## src/rtl/regfile_wb_ctrl_pkg.sv

```systemverilog
// Shared constants and types for the register-file writeback controller.
// Optional read-bypass logic elsewhere is enabled with the RF_BYPASS_EN macro.
package rf_ctrl_pkg;

    localparam int XLEN = 32;
    localparam int AW   = 5;
    localparam int NREG = 32;

    typedef enum logic {
        INIT = 1'b0,
        RUN  = 1'b1
    } state_e;

    localparam logic REQ_ALU = 1'b0;
    localparam logic REQ_LSU = 1'b1;

endpackage

```

## src/rtl/regfile_wb_ctrl_rr_arb2.sv

```systemverilog
// Two-input round-robin arbiter: on a tie the requester not granted last wins.
module rr_arb2 (
    input  logic       clk,
    input  logic       rst_n,
    input  logic [1:0] valid,
    output logic [1:0] grant
);
    import rf_ctrl_pkg::*;

    logic rr_last_r;

    // Grant selection from current requests and last winner
    always_comb begin
        grant = 2'b00;
        case (valid)
            2'b01:   grant = 2'b01;
            2'b10:   grant = 2'b10;
            2'b11:   grant = (rr_last_r == REQ_LSU) ? 2'b01 : 2'b10;
            default: grant = 2'b00;
        endcase
    end

    // Remember the last granted requester; reset favours ALU on first tie
    always_ff @(posedge clk) begin
        if (!rst_n) begin
            rr_last_r <= REQ_LSU;
        end else if (grant[1]) begin
            rr_last_r <= REQ_LSU;
        end else if (grant[0]) begin
            rr_last_r <= REQ_ALU;
        end else begin
            rr_last_r <= rr_last_r;
        end
    end

endmodule

```

## src/rtl/regfile_wb_ctrl.sv

```systemverilog
// Register-file write port owner: zero-clear sweep after reset, then ALU/LSU writeback arbitration.
// Define RF_BYPASS_EN to add rs1/rs2 forwarding around the registered write.
module regfile_wb_ctrl #(
    parameter int XLEN = rf_ctrl_pkg::XLEN,
    parameter int AW   = rf_ctrl_pkg::AW,
    parameter int NREG = rf_ctrl_pkg::NREG
) (
    input  logic            clk,
    input  logic            rst_n,
    input  logic            alu_valid,
    output logic            alu_ready,
    input  logic [AW-1:0]   alu_rdsel,
    input  logic [XLEN-1:0] alu_data,
    input  logic            lsu_valid,
    output logic            lsu_ready,
    input  logic [AW-1:0]   lsu_rdsel,
    input  logic [XLEN-1:0] lsu_data,
`ifdef RF_BYPASS_EN
    input  logic [AW-1:0]   rs1sel,
    input  logic [AW-1:0]   rs2sel,
    input  logic [XLEN-1:0] rs1_raw,
    input  logic [XLEN-1:0] rs2_raw,
    output logic [XLEN-1:0] rs1,
    output logic [XLEN-1:0] rs2,
`endif
    output logic            enrd,
    output logic [AW-1:0]   rdsel,
    output logic [XLEN-1:0] rd,
    output logic            init_done
);
    import rf_ctrl_pkg::*;

    state_e          state_r;
    logic [AW-1:0]   cnt_r;
    logic [1:0]      valid_s;
    logic [1:0]      grant_s;
    logic            acc_s;
    logic [AW-1:0]   sel_s;
    logic [XLEN-1:0] data_s;

    assign valid_s = (state_r == RUN) ? {lsu_valid, alu_valid} : 2'b00;

    rr_arb2 u_arb (
        .clk   (clk),
        .rst_n (rst_n),
        .valid (valid_s),
        .grant (grant_s)
    );

    assign alu_ready = grant_s[REQ_ALU];
    assign lsu_ready = grant_s[REQ_LSU];

    // Payload of the accepted requester
    always_comb begin
        acc_s = grant_s[REQ_ALU] | grant_s[REQ_LSU];
        if (grant_s[REQ_LSU]) begin
            sel_s  = lsu_rdsel;
            data_s = lsu_data;
        end else begin
            sel_s  = alu_rdsel;
            data_s = alu_data;
        end
    end

    // Sweep sequencer and registered write port
    always_ff @(posedge clk) begin
        if (!rst_n) begin
            state_r   <= INIT;
            cnt_r     <= {AW{1'b0}};
            enrd      <= 1'b0;
            rdsel     <= {AW{1'b0}};
            rd        <= {XLEN{1'b0}};
            init_done <= 1'b0;
        end else begin
            // init_done lags RUN by one cycle so the last sweep write has landed
            init_done <= (state_r == RUN);
            case (state_r)
                INIT: begin
                    enrd  <= 1'b1;
                    rdsel <= cnt_r;
                    rd    <= {XLEN{1'b0}};
                    cnt_r <= cnt_r + AW'(1);
                    if (cnt_r == AW'(NREG - 1)) begin
                        state_r <= RUN;
                    end else begin
                        state_r <= INIT;
                    end
                end
                RUN: begin
                    if (acc_s) begin
                        // x0 is hardwired zero: handshake completes but no write
                        enrd  <= (sel_s != {AW{1'b0}});
                        rdsel <= sel_s;
                        rd    <= data_s;
                    end else begin
                        enrd <= 1'b0;
                    end
                end
                default: begin
                    state_r <= INIT;
                    cnt_r   <= {AW{1'b0}};
                    enrd    <= 1'b0;
                end
            endcase
        end
    end

`ifdef RF_BYPASS_EN
    assign rs1 = (enrd && (rdsel == rs1sel) && (rs1sel != {AW{1'b0}})) ? rd : rs1_raw;
    assign rs2 = (enrd && (rdsel == rs2sel) && (rs2sel != {AW{1'b0}})) ? rd : rs2_raw;
`endif

endmodule

```

## config.mk

```make
export PLATFORM = sky130hd
export DESIGN_NAME = regfile_wb_ctrl
export DESIGN_NICKNAME = d
export VERILOG_FILES = /design/src/rtl/regfile_wb_ctrl_pkg.sv /design/src/rtl/regfile_wb_ctrl_rr_arb2.sv /design/src/rtl/regfile_wb_ctrl.sv
export SDC_FILE = /design/constraint.sdc
export NUM_CORES = 1
export LEC_CHECK = 0
export ABC_AREA = 1
export BUFFER_PORTS_ARGS = -buffer_cell sky130_fd_sc_hd__buf_2
export CAP_MARGIN = 40
export CORE_MARGIN = 4
export CORE_UTILIZATION = 41
export CTS_BUF_LIST = sky130_fd_sc_hd__clkbuf_8
export CTS_CLUSTER_SIZE = 20
export DETAILED_ROUTE_END_ITERATION = 10
export MAX_ROUTING_LAYER = met4
export PLACE_DENSITY_LB_ADDON = 0.12
export SLEW_MARGIN = 20
export SYNTH_ARGS = -nofsm -noshare
export SYNTH_HDL_FRONTEND = slang
export SYNTH_SLANG_ARGS = --single-unit
```

## constraint.sdc

```tcl
create_clock -name clk -period 1.12 [get_ports clk]
set_input_delay 0.112 -clock clk [delete_from_list [all_inputs] [get_ports clk]]
set_output_delay 0.112 -clock clk [all_outputs]
set_load 0.01 [all_outputs]
```

### After elaboration in Yosys (flattened, before gate mapping)

Cells that the tools add are included.

| cells by class | value |
|---|---|
| add/subtract/negate cells | 1 |
| multipliers | 0 |
| divide/modulo/power cells | 0 |
| magnitude comparators | 0 |
| eq/ne operators | 5 |
| shifts and indexed selects | 0 |
| mux-type cells | 13 |
| bitwise gates (word level) | 3 |
| reductions and logical operators | 2 |

Operators with widths:

| operator | number |
|---|---|
| $mux W32 | 2 |
| $pmux W32 S2 | 1 |
| $mux W5 | 2 |
| $pmux W5 S2 | 1 |
| $pmux W2 S3 | 1 |
| $add A5 B1 Y5 const B | 1 |
| $eq A5 B5 Y1 const B | 1 |
| $reduce_bool A5 Y1 | 1 |
| $eq A2 B2 Y1 const B | 2 |
| $mux W2 | 2 |
| $mux W1 | 3 |
| $eq A2 B1 Y1 const B | 1 |
| $ne A2 B1 Y1 const B | 1 |
| $not A1 Y1 | 2 |
| $pmux W1 S2 | 1 |
| $reduce_or A2 Y1 | 1 |
| $or A1 B1 Y1 | 1 |

| storage, ports and cells | value |
|---|---|
| register bits after elaboration | 46 |
| bits in latches | 0 |
| bits in writable memories | 0 |
| bits in read-only memories | 0 |
| output and inout port bits | 41 |
| logic and storage cells | 31 |
| memories | 0 |

### Logic depth before layout (Yosys ltp)

| depth | value |
|---|---|
| depth after elaboration | 7 |
| depth in mapped cells | 10 |
| mapped depth without buffers | 9 |

### Hierarchy

From an unflattened synthesis, not the netlist that was laid out.

| unflattened totals | value |
|---|---|
| cell total of the unflattened synthesis | 351 |
| area, all modules | 2,197.1 um^2 |

By module, submodules not included:

| module | instances | cells an instance | area each (um^2) | seq. area each (um^2) |
|---|---|---|---|---|
| regfile_wb_ctrl | 1 | 342 | 2,144.6 | 900.9 |
| rr_arb2 | 1 | 9 | 52.6 | 20.0 |

### Worst setup path after synthesis

Ideal clock, no wire load.

| path | value |
|---|---|
| path type | reg2reg |
| from | register state_r |
| to | register rd[23] |
| setup time | 0.132 ns |
| arrival | 1.091 ns |
| data required time | 0.988 ns |
| path slack | -0.103 ns |
| cell stages (with the launch flop) | 8 |
| path through | dfxtp_1 > nand2_2 > inv_2 > nand2_4 > clkbuf_2 > o21ai_0 > o21bai_1 > a21oi_1 |

| between the ends | value |
|---|---|
| longest elaborated chain between the ends | 6 |

RTL lines:

| item | line | text |
|---|---|---|
| start, declared | regfile_wb_ctrl.sv:33 | `state_e state_r;` |
| start signal, assigned | regfile_wb_ctrl.sv:68 | `state_r <= INIT;` |
| start signal, assigned | regfile_wb_ctrl.sv:84 | `state_r <= RUN;` |
| start signal, assigned | regfile_wb_ctrl.sv:86 | `state_r <= INIT;` |
| $mux W2 | regfile_wb_ctrl.sv:41 | `assign valid_s = (state_r == RUN) ? {lsu_valid, alu_valid} : 2'b00;` |
| $eq A2 B2 Y1 or $eq A2 B1 Y1 (tied branches) | regfile_wb_ctrl_rr_arb2.sv:15 | `case (valid)` |
| $pmux W2 S3 | regfile_wb_ctrl_rr_arb2.sv:15 |  |
| $mux W32 | regfile_wb_ctrl.sv:56 | `if (grant_s[REQ_LSU]) begin` |
| $mux W32 | regfile_wb_ctrl.sv:90 | `if (acc_s) begin` |
| $pmux W32 S2 | regfile_wb_ctrl.sv:77 | `case (state_r)` |
| end signal, assigned | regfile_wb_ctrl.sv:72 | `rd <= {XLEN{1'b0}};` |
| end signal, assigned | regfile_wb_ctrl.sv:81 | `rd <= {XLEN{1'b0}};` |
| end signal, assigned | regfile_wb_ctrl.sv:94 | `rd <= data_s;` |
| end, declared | regfile_wb_ctrl.sv:28 | `output logic [XLEN-1:0] rd,` |

Parallel ways exist; a longest one is shown, timed or not. The select of a mux whose other input is x is not followed.
A chain may end at the register's enable or synchronous reset.

### Worst setup path after layout

| path | value |
|---|---|
| from | register state_r |
| to | output port alu_ready |

| between the ends | value |
|---|---|
| longest elaborated chain between the ends | 3 |

RTL lines:

| item | line | text |
|---|---|---|
| $mux W2 (*) | regfile_wb_ctrl.sv:41 |  |
| $eq A2 B2 Y1 or $eq A2 B1 Y1 (tied branches) | regfile_wb_ctrl_rr_arb2.sv:15 |  |
| $pmux W2 S3 (*) | regfile_wb_ctrl_rr_arb2.sv:15 |  |
| end, declared | regfile_wb_ctrl.sv:11 | `output logic alu_ready,` |

Mark *: on every way between the ends. The rest lies on a longest branch, timed or not.

==> metrics.md <==
| Metric | Value |
|---|---|
| Status | finished, violations left |
| Violations in the final reports | negative setup slack |
| Vias/cell | 4.93 |
| Root buffer selected by CTS | clkbuf_8 |
| Worst-path clk slew | 0.09 ns |
| Top layer reached by signal wires | met4 |
| Post-DP HPWL | 4620 um |
| Initial Utilization | 0.433 |
| Crit path to | alu_ready |
| Die Wd | 79.6 um |
| Crit path from | state_r |
| Clk_lat worst skew | 0.30 ns |
| M1 WL | 2790 um |
| Final hold slack | 0.0577 ns |
| Setup ws final | -0.176 ns |
| Flop2flop setup slack | -0.16 ns |
| Critical path launch point type | flop |
| Commonest non-fill, non-tap cells in the layout | buf_2, nand2_1, dfxtp_1, a21oi_1, o21bai_1 |
| WP data arrival | 1.18 ns |
| Area delta synth->final | 57.6% |
| Final core occ | 0.683 |
| Synth area leaders | dfxtp_1, nand2_1, o21bai_1, a21oi_1, o21ai_0 |
| Tmin final | 1.30 ns |
| Final setup fails | 42 |
| Io pins | 119 |
| Max-Cap Viols | 0 |
| Met2 routed WL | 3220 um |
| Fin. max-slew vios | 0 |
| Sequential fraction of the synthesis area | 0.439 |
| Yosys reg bits | 46 |
| DRC | 0 |
| R2R depth | 10 |
| Post-synth top area cell | dfxtp_1 |
| Antenna viol nets, final | 0 |
| Tot GR Track Use | 0.205 |
| Syn_nets | 357 |
| Leakage power | 1.61 nW |
| Cts-stage hold buffer count | 0 |
| Clock Tree Buf Depth | 2 |
| Layout Nets | 494 |
| Share of cells above drive strength 1 | 0.471 |
| CTS buffer count | 5 |
| # clock sinks | 46 |
| Setup Skew | 0.00575 ns |
| Yosys cell types | 21 |
| Largest net degree at the start of global routing | 26 |
| First-pass GRT wire length | 9960 um |
| Reg2Reg Capture Point | enrd |
| Initial antenna violation count | 0 |
| CTS H-tree depth | 2 |
| CTS tree | built |
| IO Port Bufs | 118 |
| Core Area | 0.00485 mm^2 |
| Worst slew pin tran | 0.258 ns |
| Vias in the first global route | 2138 |
| N_diodes | 0 |
| Final period util | 1.16 |
| DR vias | 2369 |
| Pre-antenna DRT Iters | 4 |
| Critical Path RT | 1.01 ns |
| RSZ-0062 raised after global routing | yes |
| Most common cell after layout, fill and taps aside | buf_2 |
| Drt total wl | 6580 um |
| Worst ir drop on vdd | 0.849 mV |
| Rows | 25 |
| Syn_area_per_cell | 7.58 um^2 |
| Slew headroom | 0.828 |
| Sum Neg Setup Slack | -3.64 ns |
| Critical Path End Type | output port |
| Die area | 0.00633 mm^2 |
| Cell Pwr Density | 962 mW/mm^2 |
| Length of routed met3 wiring | 497 um |
| Top-area cell type share of the netlist area | 0.439 |
| CP max FO | 4 |
| Iteration-0 DRC Markers | 110 |
| F_max | 772 MHz |
| RD Place Congestion | 0.832 |
| Cell count after synthesis | 277 |
| GRT Residual Overflow | 0 |
| Worst r2r src | state_r |
| Synth warn | 0 |
| Drt wl/cell | 13.7 um |
| Die Ht | 79.6 um |
| Cell Area, Synth | 0.00210 mm^2 |
| Final hold viol count | 0 |
| Worst Hold Launch | lsu_data[2] |
| Hold Path Class | in -> reg |
| CP Class | reg -> out |
[what timing repair did]
item	4_1_cts	5_1_grt
buffers inserted	7	3
pin swaps	10	6
endpoints found under the setup margin	41	44
gates resized for setup	25	37
cloned	0	1
[Yosys cell counts, drive strengths merged]
cell	number
inv	13
clkbuf	7
nand2	69
a21oi	32
ha	2
nor3	5
o21bai	31
buf	13
nand3	6
o211ai	1
dfxtp	46
nor2	10
a31oi	7
o21ai	35
[stage by stage]
step,cells,setup slack [ns],power (W),instance area (um^2)
after floorplan,277,-0.0239,0.00176,2150
after global placement,464,-0.0901,0.00195,2900
after detailed placement,464,-0.116,0.00195,2900
after CTS,478,-0.172,0.00320,3150
after global routing,481,-0.231,0.00332,3310
final,481,-0.176,0.00318,3310
[power by group]
part / switching [W] / internal [W] / leakage (nW)
registers: 0.0000108 / 0.00165 / 0.373
logic: 0.000125 / 0.000145 / 1.18
clock network: 0.000538 / 0.000714 / 0.0573
total: 0.000674 / 0.00251 / 1.61
[worst max-delay path: stages, from the launching register on]
cell	delay [ns]
dfxtp_4	0.37
nand2_4	0.10
inv_4	0.06
nand2_8	0.10
inv_6	0.04
buf_8	0.12
buf_6	0.11
[state kept, by name, indices dropped and copies added, names as in the netlist]
register,count
enrd,1
state_r,1
rd,32
cnt_r,5
init_done,1
rdsel,5
u_arb.rr_last_r,1
[metal layers]
layer	GRT usage	up-vias
met5	-	-
li1	-	1210
met2	0.334	87
met3	0.0553	6
met4	0.0584	0
met1	0.248	1066
[worst min-delay path by stage]
stage	end	slack, ns	depth (start not counted)
final	rd[2]	0.06	3
after global placement	rd[2]	0.37	3
after CTS	rd[2]	0.05	3
after detailed placement	rd[2]	0.38	3
after floorplan	u_arb.rr_last_r	0.21	1
after global routing	rd[2]	0.06	3
[cell families after synthesis]
logic type / count (synthesis) / synth area share
fa+ha+maj: 2 / 0.0119
compound gates: 106 / 0.295
simple gates: 90 / 0.173
flops: 46 / 0.439
buf+inv: 33 / 0.0810
[final cells by class]
cell class	count	area [um^2]
fill	423	1540
multi-input combinational	198	1160
timing repair buffer	150	965
sequential	46	927
tap	67	83.8
clock buffer	6	82.6
inverter	13	58.8
clock inverter	1	30.0
Note: power is estimated with default switching activity, not from simulation.
